[config.mk]
export PLATFORM = sky130hd
export DESIGN_NAME = lane_scheduler
export DESIGN_NICKNAME = d
export VERILOG_FILES = /design/src/rtl/lane_scheduler.sv
export SDC_FILE = /design/constraint.sdc
export NUM_CORES = 1
export LEC_CHECK = 0
export CAP_MARGIN = 20
export CELL_PAD_IN_SITES_DETAIL_PLACEMENT = 1
export CELL_PAD_IN_SITES_GLOBAL_PLACEMENT = 1
export CORE_MARGIN = 5
export CORE_UTILIZATION = 49
export DETAILED_ROUTE_END_ITERATION = 6
export DONT_BUFFER_PORTS = 1
export GPL_TIMING_DRIVEN = 0
export HOLD_SLACK_MARGIN = 0.02
export PLACE_DENSITY_LB_ADDON = 0.1
export REMOVE_ABC_BUFFERS = 1
export SLEW_MARGIN = 30
export SYNTH_ARGS = -nofsm -noshare
export SYNTH_HDL_FRONTEND = slang
export SYNTH_SLANG_ARGS = --single-unit
[constraint.sdc]
create_clock -name clk -period 8.6 [get_ports clk]
set_input_delay 1.29 -clock clk [delete_from_list [all_inputs] [get_ports clk]]
set_output_delay 1.29 -clock clk [all_outputs]
set_load 0.05 [all_outputs]
[src/rtl/lane_scheduler.sv]
// Four-lane ingress scheduler: per-lane FIFOs feeding one registered byte lane.
// Optional build macro LANE_SCHED_TDM_EN selects strict 4-slot TDM instead of work-conserving round-robin.
module lane_scheduler #(
  parameter int DATA_WIDTH = 8,
  parameter int FIFO_DEPTH = 4
) (
  input  logic                  clk,
  input  logic                  reset,
  input  logic                  validEntrada0,
  input  logic                  validEntrada1,
  input  logic                  validEntrada2,
  input  logic                  validEntrada3,
  input  logic [DATA_WIDTH-1:0] Entrada0,
  input  logic [DATA_WIDTH-1:0] Entrada1,
  input  logic [DATA_WIDTH-1:0] Entrada2,
  input  logic [DATA_WIDTH-1:0] Entrada3,
  output logic                  readyEntrada0,
  output logic                  readyEntrada1,
  output logic                  readyEntrada2,
  output logic                  readyEntrada3,
  output logic [DATA_WIDTH-1:0] Salida,
  output logic                  validSalida,
  output logic [1:0]            laneSalida,
  input  logic                  readySalida,
  output logic [3:0]            errorOverflow
);

  localparam int PTR_W = (FIFO_DEPTH > 1) ? $clog2(FIFO_DEPTH) : 1;
  localparam int CNT_W = PTR_W + 1;

  logic [DATA_WIDTH-1:0] mem_r [4][FIFO_DEPTH];
  logic [PTR_W-1:0]      wr_ptr_r [4];
  logic [PTR_W-1:0]      rd_ptr_r [4];
  logic [CNT_W-1:0]      count_r [4];
  logic [DATA_WIDTH-1:0] in_data_s [4];
  logic [3:0]            in_valid_s;
  logic [3:0]            in_ready_s;
  logic [3:0]            push_s;
  logic [3:0]            pop_s;
  logic [3:0]            nonempty_s;
  logic [1:0]            ptr_r;
  logic [1:0]            ptr_next_s;
  logic [1:0]            grant_s;
  logic [1:0]            cand_s;
  logic                  grant_valid_s;
  logic                  load_s;
  logic [DATA_WIDTH-1:0] head_s;

  assign readyEntrada0 = in_ready_s[0];
  assign readyEntrada1 = in_ready_s[1];
  assign readyEntrada2 = in_ready_s[2];
  assign readyEntrada3 = in_ready_s[3];

  // Gather lane inputs; readiness depends only on registered counts and reset.
  always_comb begin
    in_valid_s   = {validEntrada3, validEntrada2, validEntrada1, validEntrada0};
    in_data_s[0] = Entrada0;
    in_data_s[1] = Entrada1;
    in_data_s[2] = Entrada2;
    in_data_s[3] = Entrada3;
    for (int i = 0; i < 4; i++) begin
      in_ready_s[i] = !reset && (count_r[i] != CNT_W'(FIFO_DEPTH));
      nonempty_s[i] = (count_r[i] != {CNT_W{1'b0}});
    end
    push_s = in_valid_s & in_ready_s;
    load_s = !validSalida || readySalida;
  end

  // Lane selection for the next output beat.
  always_comb begin
    grant_s       = ptr_r;
    grant_valid_s = 1'b0;
    ptr_next_s    = ptr_r;
    cand_s        = ptr_r;
`ifdef LANE_SCHED_TDM_EN
    grant_valid_s = nonempty_s[ptr_r];
    ptr_next_s    = ptr_r + 2'd1;
`else
    // Walk from farthest to nearest so the lane closest to ptr wins.
    for (int k = 3; k >= 0; k--) begin
      cand_s = ptr_r + 2'(k);
      if (nonempty_s[cand_s]) begin
        grant_s       = cand_s;
        grant_valid_s = 1'b1;
      end else begin
        grant_valid_s = grant_valid_s;
      end
    end
    if (grant_valid_s) begin
      ptr_next_s = grant_s + 2'd1;
    end else begin
      ptr_next_s = ptr_r;
    end
`endif
    if (load_s && grant_valid_s) begin
      pop_s = 4'b0001 << grant_s;
    end else begin
      pop_s = 4'b0000;
    end
    head_s = mem_r[grant_s][rd_ptr_r[grant_s]];
  end

  // FIFO storage; contents need no reset since counts gate visibility.
  always_ff @(posedge clk) begin
    for (int i = 0; i < 4; i++) begin
      if (push_s[i]) begin
        mem_r[i][wr_ptr_r[i]] <= in_data_s[i];
      end
    end
  end

  // FIFO pointers, occupancy and sticky overflow flags.
  always_ff @(posedge clk) begin
    if (reset) begin
      errorOverflow <= 4'b0000;
      for (int i = 0; i < 4; i++) begin
        wr_ptr_r[i] <= {PTR_W{1'b0}};
        rd_ptr_r[i] <= {PTR_W{1'b0}};
        count_r[i]  <= {CNT_W{1'b0}};
      end
    end else begin
      errorOverflow <= errorOverflow | (in_valid_s & ~in_ready_s);
      for (int i = 0; i < 4; i++) begin
        if (push_s[i]) begin
          wr_ptr_r[i] <= wr_ptr_r[i] + PTR_W'(1);
        end
        if (pop_s[i]) begin
          rd_ptr_r[i] <= rd_ptr_r[i] + PTR_W'(1);
        end
        case ({push_s[i], pop_s[i]})
          2'b10:   count_r[i] <= count_r[i] + CNT_W'(1);
          2'b01:   count_r[i] <= count_r[i] - CNT_W'(1);
          default: count_r[i] <= count_r[i];
        endcase
      end
    end
  end

  // Registered output beat and round-robin pointer; frozen while stalled.
  always_ff @(posedge clk) begin
    if (reset) begin
      ptr_r       <= 2'd0;
      Salida      <= {DATA_WIDTH{1'b0}};
      laneSalida  <= 2'd0;
      validSalida <= 1'b0;
    end else if (load_s) begin
      ptr_r <= ptr_next_s;
      if (grant_valid_s) begin
        Salida      <= head_s;
        laneSalida  <= grant_s;
        validSalida <= 1'b1;
      end else begin
        validSalida <= 1'b0;
`ifdef LANE_SCHED_TDM_EN
        laneSalida  <= grant_s;
`endif
      end
    end
  end

endmodule

# Word level (Yosys, flattened, before mapping)
# Memories as Yosys holds them, arrays and structs flattened.
# Index checks and enable logic that the tools add are counted.
[classes]
n_addsub = 20
magnitude_cmp = 13
eq_ne = 12
n_shift = 1
n_mux = 115
n_bitwise = 29
reduce_logical = 21
[ops]
columns = ["cell", "n"]
rows = [
  ["$mux W32", 4],
  ["$mux W1", 71],
  ["$demux W8 S2", 4],
  ["$mux W8", 6],
  ["$mux W3", 12],
  ["$mux W2", 12],
  ["$add A2 B1 Y2 const B", 10],
  ["$or A1 B1 Y1", 20],
  ["$bmux W8 S2", 1],
  ["$ge A3 B3 Y1 const B", 5],
  ["$not A2 Y3", 5],
  ["$add A3 B1 Y3 const B", 4],
  ["$lt A2 B3 Y1 const B", 4],
  ["$lt A3 B1 Y1 const B", 4],
  ["$ne A3 B3 Y1 const B", 4],
  ["$reduce_bool A3 Y1", 4],
  ["$sub A3 B1 Y3 const B", 4],
  ["$logic_and A1 B1 Y1", 9],
  ["$and A4 B4 Y4", 2],
  ["$bmux W1 S2", 4],
  ["$eq A2 B1 Y1 const B", 4],
  ["$eq A2 B2 Y1 const B", 4],
  ["$reduce_or A2 Y1", 4],
  ["$add A2 B2 Y2 const B", 2],
  ["other kinds (7)", 8],
]
[word_totals]
register_bits = 17
ramBits = 156
inputBits = 39
output_inout_bits = 19
wordCells = 220
memories = 4
[memory_table]
columns = ["memory", "words", "word_bits", "rd", "rd_ports_with_merged_regs", "write_ports", "line_no", "source"]
rows = [
  ["mem_r", 4, 32, 1, 0, 4, "31", "logic [DATA_WIDTH-1:0] mem_r [4][FIFO_DEPTH];"],
  ["count_r", 4, 3, 4, 0, 4, "34", "logic [CNT_W-1:0] count_r [4];"],
  ["rd_ptr_r", 4, 2, 5, 0, 4, "33", "logic [PTR_W-1:0] rd_ptr_r [4];"],
  ["wr_ptr_r", 4, 2, 4, 0, 4, "32", "logic [PTR_W-1:0] wr_ptr_r [4];"],
]

# Depth between registers and ports, before layout
# Gate-level depths: netlist of the first run.
[logic_depth]
ltp_word = 16
mapped_depth = 18
mapped_depth_nobuf = 15

# Worst setup path after synthesis of the first run
# No wires, ideal clock.
[synth_path]
path_type = "input to register"
from = "input reset"
to = "memory count_r[1][2] (netlist name), data pin"
setup_ns = 0.266
t_arrival_ns = 3.587
required_ns = 8.334
setup_slack_ns = 4.747
cell_stages = 10
path_buffers = 1
path_cell_list = "clkbuf_1 a21oi_1 nand2_1 ha_1 nand2b_1 fa_1 xor2_1 nor3_1 a21oi_1 nor2_1"
[synth_lines]
columns = ["item", "line_no", "source"]
rows = [
  ["from (decl)", "8", "input logic reset,"],
  ["to (decl)", "34", ""],
]

==> results.md, run 1 <==
- Final Hold Violating Endpoints: 0
- Clock Skew: 0.00886 ns
- Setup Total Neg Slack: 0 ns
- Slew margin rel.: 41.7%
- Clk Tree Root Cell: clkbuf_16
- Pwr dens: 395 nW/um^2
- Number of synthesized register bits: around 170
- Area Growth Syn to Fin: 11.1%
- Most frequent cells in the layout: edfxtp_1 (156), nand2_1 (141), a21oi_1 (57)
- Fmax: 0.246 GHz
- Hold/Removal Path Class: flop to flop
- Pre-Repair DR Iteration Count: 4
- Highest cell delay on the worst timing path: 0.71 ns
- Antenna violations before repair: 0
- Status: complete, no violations
- CTS H-Tree Depth: 4
- RD Place Congestion: 0.739
- Row count: 46
- Remaining Overflow, GRT: 0
- CTS buffer count: 17
- Critical path startpoint category: flop
- Cell Chain, Critical Path: inv_1, ha_1, nand2b_2, nor2_1, a211oi_2, a211o_2, nand3_1, inv_1, ha_1, nand2b_1, fa_1, xor2_1, nor3_1, a21oi_1, nor2_1
- MaxCap Viol Count: 0
- Kind of critical path: flop to flop
- Residual DRC: 0
- EDFF count, synth: approximately 160
- Routed Antenna Nets: 0
- Final Slew Violations: 0
- Clk slew on worst S/H paths: 0.07 ns
- Post-cts resize count: 0
- Post-synthesis sequential area ratio: 65.0%
- Clock Sinks: 173
- Gr usage total: a little over a fifth
- Die X: 136 um
- Input/output buffers: 0
- Worst VDD drop: 0.333 mV
- Crit path max fanout: 38
- I/O pins: 58
- Setup-failing EPs final: 0
- Async SR Flop Fraction: 0%
- Number of global-route vias before repair: 5459
- Met1 usage: approximately 25%
- Worst-Skew Late Latency: 0.43 ns
- Largest net degree at the start of global routing: 70
- Finished Cell Area: 8600 um^2
- Die Height: 136 um
- Worst slew pin tran: 0.875 ns
- Worst hold margin: 0.584 ns
- CTS tree: built
- CTS Buffer Depth: 2
- Post-Syn Instances: 666
- Die Area: around 18000 um^2
- Post-synthesis cell area: 7730 um^2
- Yosys warns: 0
- First-pass GRT wire length: 29.2 mm
- GR Util met3: 5.53%
- Cts hold-fix bufs: 0
- Unrepaired setup endpoints after global routing: no
- GRT busiest layer: met2
- Share of cells above drive strength 1: 8.04%
- Pleak: 3.23 nW
- Crit path DAT: around 4.3 ns
- Final #Nets: 728
- Vias per cell: 5.60
- Worst setup EP type: flop
- Final Power: 3.39 mW
- Routed vias: 4973
- Avg Inst Size Synth: 11.6 um^2
- Core ar.: roughly 16000 um^2
- Starting density of the core: between 40% and 50%
- Area post-placement: 8000 um^2
- Top_reg_cell synth: edfxtp_1
- Met2 GRT Util: 37.9%
- Final core occ: 54.7%
- Post-CTS Setup Inserts: 0
- Minimum clock period: 4.06 ns
- Critical path's slowest cell: a211o_2
- Initial DRC count: 284
- Synth unique cells: 40
- Total wire length: roughly 19 mm
- Final period util: 47.2%
- Commonest non-fill, non-tap cell in the layout: edfxtp_1
- Wire length per cell: approximately 21 um
- Worst endpoint required time: 8.79 ns
- Final HPWL DP: ~13 mm
- Diode count: 0
-- cells in the mapped netlist, types with 2 or more instances --
library cell	number	area, um^2
o221ai_1	2	17.5
a211o_1	9	78.8
buf_6	2	22.5
nor2_1	30	113
xor2_1	3	26.3
nand3_1	50	250
and3_1	20	125
nand3b_1	2	15.0
buf_2	8	40.0
nand2_1	141	529
xnor2_1	4	35.0
buf_1	4	15.0
o21bai_1	4	30.0
a21oi_1	62	310
clkbuf_1	17	63.8
ha_1	27	338
o21ai_0	15	75.1
a31oi_1	4	25.0
nand2b_1	15	93.8
dfxtp_1	17	340
nor2b_1	2	12.5
nor3_1	24	120
fa_1	3	60.1
edfxtp_1	156	4680
a211oi_1	2	15.0
mux2i_1	5	50.1
inv_1	25	93.8
-- flip-flops by register name, summed over array words and instances (netlist names) --
name           count
count_r           12
validSalida        1
errorOverflow      4
wr_ptr_r           8
mem_r            128
laneSalida         2
ptr_r              2
rd_ptr_r           8
Salida             8
-- critical path, delay by kind of cell (launching register included) --
family                   cells  cell delay, ns
AO/OA/AOI/OAI                3            1.20
AND/OR/NAND/NOR              6            0.84
buffers and inverters        2            0.22
flip-flops                   1            0.38
adder cells (fa/ha/maj)      3            0.96
XOR/XNOR                     1            0.19
-- cell type report --
class / count / area [um^2]
timing repair buffer: 6 / 108
multi-input combinational: 436 / 2500
tap: 216 / 270
inverter: 25 / 93.8
clock buffer: 17 / 425
fill: 1650 / 7120
sequential: 173 / 5020
clock inverter: 15 / 171
-- routing by layer --
metal  routed length (um)  up-vias
met3                 1060       22
li1                     -     2353
met1                 7420     2485
met4                  349        0
met5                    0        -
met2                10100      113
-- metrics by stage --
stage	instances	worst slack (ns)
after detailed placement	856	4.50
after CTS	888	4.49
after global placement	850	3.08
final	888	4.54
after global routing	888	4.19
after floorplan	634	4.50
-- kinds of logic (layout without fill, tap and decap cells) --
kind of cell	after synthesis	after routing	synth area share, %
AND/OR/NAND/NOR	288	288	16.9
flip-flops	173	173	65.0
AO/OA/AOI/OAI	104	104	8.07
buffers and inverters	57	63	3.14
adder cells (fa/ha/maj)	30	30	5.14
XOR/XNOR	7	7	0.793
multiplexers	7	7	1.02
-- path summary, 6_finish.rpt --
path / depth (start not counted) / slack, ns / endpoint / startpoint
min: 2 / 0.58 / ptr_r[0] / ptr_r[0]
max: 15 / 4.54 / count_r[2][2] / count_r[3][0]
min reg2reg: 2 / 0.58 / ptr_r[0] / ptr_r[0]
max reg2reg: 15 / 4.54 / count_r[2][2] / count_r[3][0]
-- report_power, final --
part	internal, mW	leakage, nW	switching [mW]
clock	0.456	0.287	0.328
combinational	0.489	1.35	0.930
sequential	1.04	1.59	0.147
No activity file was read; power rests on OpenSTA's default activity.
==> run 2, diff against run 1 <==
--- a/config.mk
+++ b/config.mk
@@ -9,7 +9,7 @@
 export CELL_PAD_IN_SITES_DETAIL_PLACEMENT = 1
 export CELL_PAD_IN_SITES_GLOBAL_PLACEMENT = 1
 export CORE_MARGIN = 5
-export CORE_UTILIZATION = 49
+export CORE_UTILIZATION = 46
 export DETAILED_ROUTE_END_ITERATION = 6
 export DONT_BUFFER_PORTS = 1
 export GPL_TIMING_DRIVEN = 0
==> constraint.sdc (replaced) <==
create_clock -name clk -period 3.58 [get_ports clk]
set_input_delay 0.537 -clock clk [delete_from_list [all_inputs] [get_ports clk]]
set_output_delay 0.537 -clock clk [all_outputs]
set_load 0.05 [all_outputs]
==> run 2 against run 1 <==
Sequential share of layout area decreased by 0.99 points; final cell count up 1.6%; global-route usage decreased by 1.1 points; first-iteration DRC count is 30% lower; combinational power increased to 2.7 times the previous value; die area grew 6.0%; highest routed layer unchanged; maximum frequency increased by 20%; non-clock buffer count rose by 9; power increased by 150%.
==> results.md, run 2 (synthesis gave the netlist of run 1 again) <==
- Highest cell delay on the worst timing path: 0.46 ns
- Area Growth Syn to Fin: 13.0%
- Final period util: 94.7%
- Worst hold margin: 0.177 ns
- CTS tree: built
- Final #Nets: 738
- Setup Total Neg Slack: 0 ns
- Row count: 47
- Finished Layout Cells: roughly 900
- Final Hold Violating Endpoints: 0
- Crit path max fanout: 30
- Multi-input gate area: around 2600 um^2
- RD Place Congestion: 0.762
- Worst VDD drop: 0.575 mV
- Worst-Skew Late Latency: 0.43 ns
- Initial DRC count: 199
- Final Slew Violations: 0
- MaxCap Viol Count: 0
- Number of global-route vias before repair: 5455
- Total wire length: ~19 mm
- Die Height: 140 um
- Gr usage total: roughly a fifth
- Clock Skew: 0.0115 ns
- Max reg flops: 128
- Worst endpoint required time: approximately 3.8 ns
- Starting density of the core: 46.8%
- Slew margin rel.: 42.4%
- Cell Chain, Critical Path: or3_4, o221ai_1, a21o_4, buf_16, nand3_2, inv_1, ha_2, nand2b_1, fa_1, xor2_1, nor3_1, a21oi_1, nor2_1
- Status: complete, no violations
- Register Area: 5020 um^2
- Final core occ: 52.9%
- Core ar.: 16500 um^2
- Largest net degree at the start of global routing: 51
- Final HPWL DP: around 13 mm
- I/O pins: 58
- Cts hold-fix bufs: 0
- Critical path startpoint category: flop
- Commonest non-fill, non-tap cell in the layout: edfxtp_1
- Vias per cell: 5.53
- Clock Sinks: between 150 and 200
- Setup-failing EPs final: 0
- Remaining Overflow, GRT: 0
- Pwr dens: 958 nW/um^2
- WP buf/inv: 2
- Worst slew pin tran: 0.864 ns
- Residual DRC: 0
- Cell family with most CP delay: simple AND/OR/NAND/NOR gates
- Share of cells above drive strength 1: between 10% and 20%
- Reg-to-reg slack, setup: 0.19 ns
- CTS H-Tree Depth: 4
- Setup ws final: 0.191 ns
- CTS Buffer Depth: 2
- Minimum clock period: 3.39 ns
- Kind of critical path: flop to flop
- Most frequent cells in the layout: edfxtp_1 (156), nand2_1 (140), a21oi_1 (57)
- Area post-placement: 8020 um^2
- Antenna violations before repair: 0
- Die Area: between 15000 and 20000 um^2
- Pre-Repair DR Iteration Count: 4
- Unrepaired setup endpoints after global routing: yes
- Input/output buffers: 0
- Clk slew on worst S/H paths: 0.06 ns
- Worst slack, placed: -0.504 ns
- Routed vias: 4990
- CTS buffer count: 17
- Finished Cell Area: 8740 um^2
- Wire length per cell: 21.4 um
- Final Power: between 8 and 9 mW
- Critical path's slowest cell: edfxtp_1
- Routed Antenna Nets: 0
- Clk Tree Root Cell: clkbuf_16
- Worst setup EP type: flop
- Hold/Removal Path Class: input pin to flop
- Placed cell count: 861
- Pleak: 3.29 nW
- Fmax: 0.295 GHz
- Crit path DAT: approximately 3.6 ns
- Die X: roughly 140 um
- Diode count: 0
- Fill count: about 1700
- First-pass GRT wire length: 29.9 mm
==> run 2: cell count changes in the layout (fill, tap and decap cells not counted), sizes merged <==
cell / before / now
a211o: 9 / 10
buf: 6 / 14
bufbuf: 0 / 1
bufinv: 3 / 1
clkbuf: 17 / 20
clkinv: 7 / 9
clkinvlp: 3 / 2
inv: 27 / 25
==> run 2: final timing paths <==
path                        from  cells after the start                to
setup / recovery   count_r[1][2]                     13     count_r[2][2]
hold / removal             reset                      1  errorOverflow[0]
setup reg to reg   count_r[1][2]                     13     count_r[2][2]
hold reg to reg   rd_ptr_r[0][0]                      1    rd_ptr_r[0][0]
==> run 2: power breakdown <==
part           leakage [nW]  internal (mW)  switching [mW]
Combinational          1.43           1.39            2.41
Sequential             1.59           2.50           0.371
Clock                 0.262          0.966           0.732
Total                  3.29           4.86            3.51
==> run 2: area by class of cell <==
cell class	count	area share (%)
clock buffer	20	5.11
clock inverter	12	1.12
inverter	25	1.07
multi-input combinational	437	29.7
sequential	173	57.5
tap	220	3.15
timing repair buffer	15	2.38
==> run 2: metal layers <==
metal | GRT usage, % | vias to the layer above | wire length [um]
li1 | - | 2379 | -
met1 | 24.6 | 2464 | 8000
met2 | 33.8 | 107 | 9570
met3 | 5.90 | 40 | 1060
met4 | 9.79 | 0 | 704
met5 | 0 | - | 0
==> run 2: timing repair <==
item / in CTS / in global routing
buffers inserted: 6 / 1
endpoints found under the setup margin: 6 / 3
pin swaps: 2 / 2
gates resized for setup: 7 / 9
cloned: 2 / 0
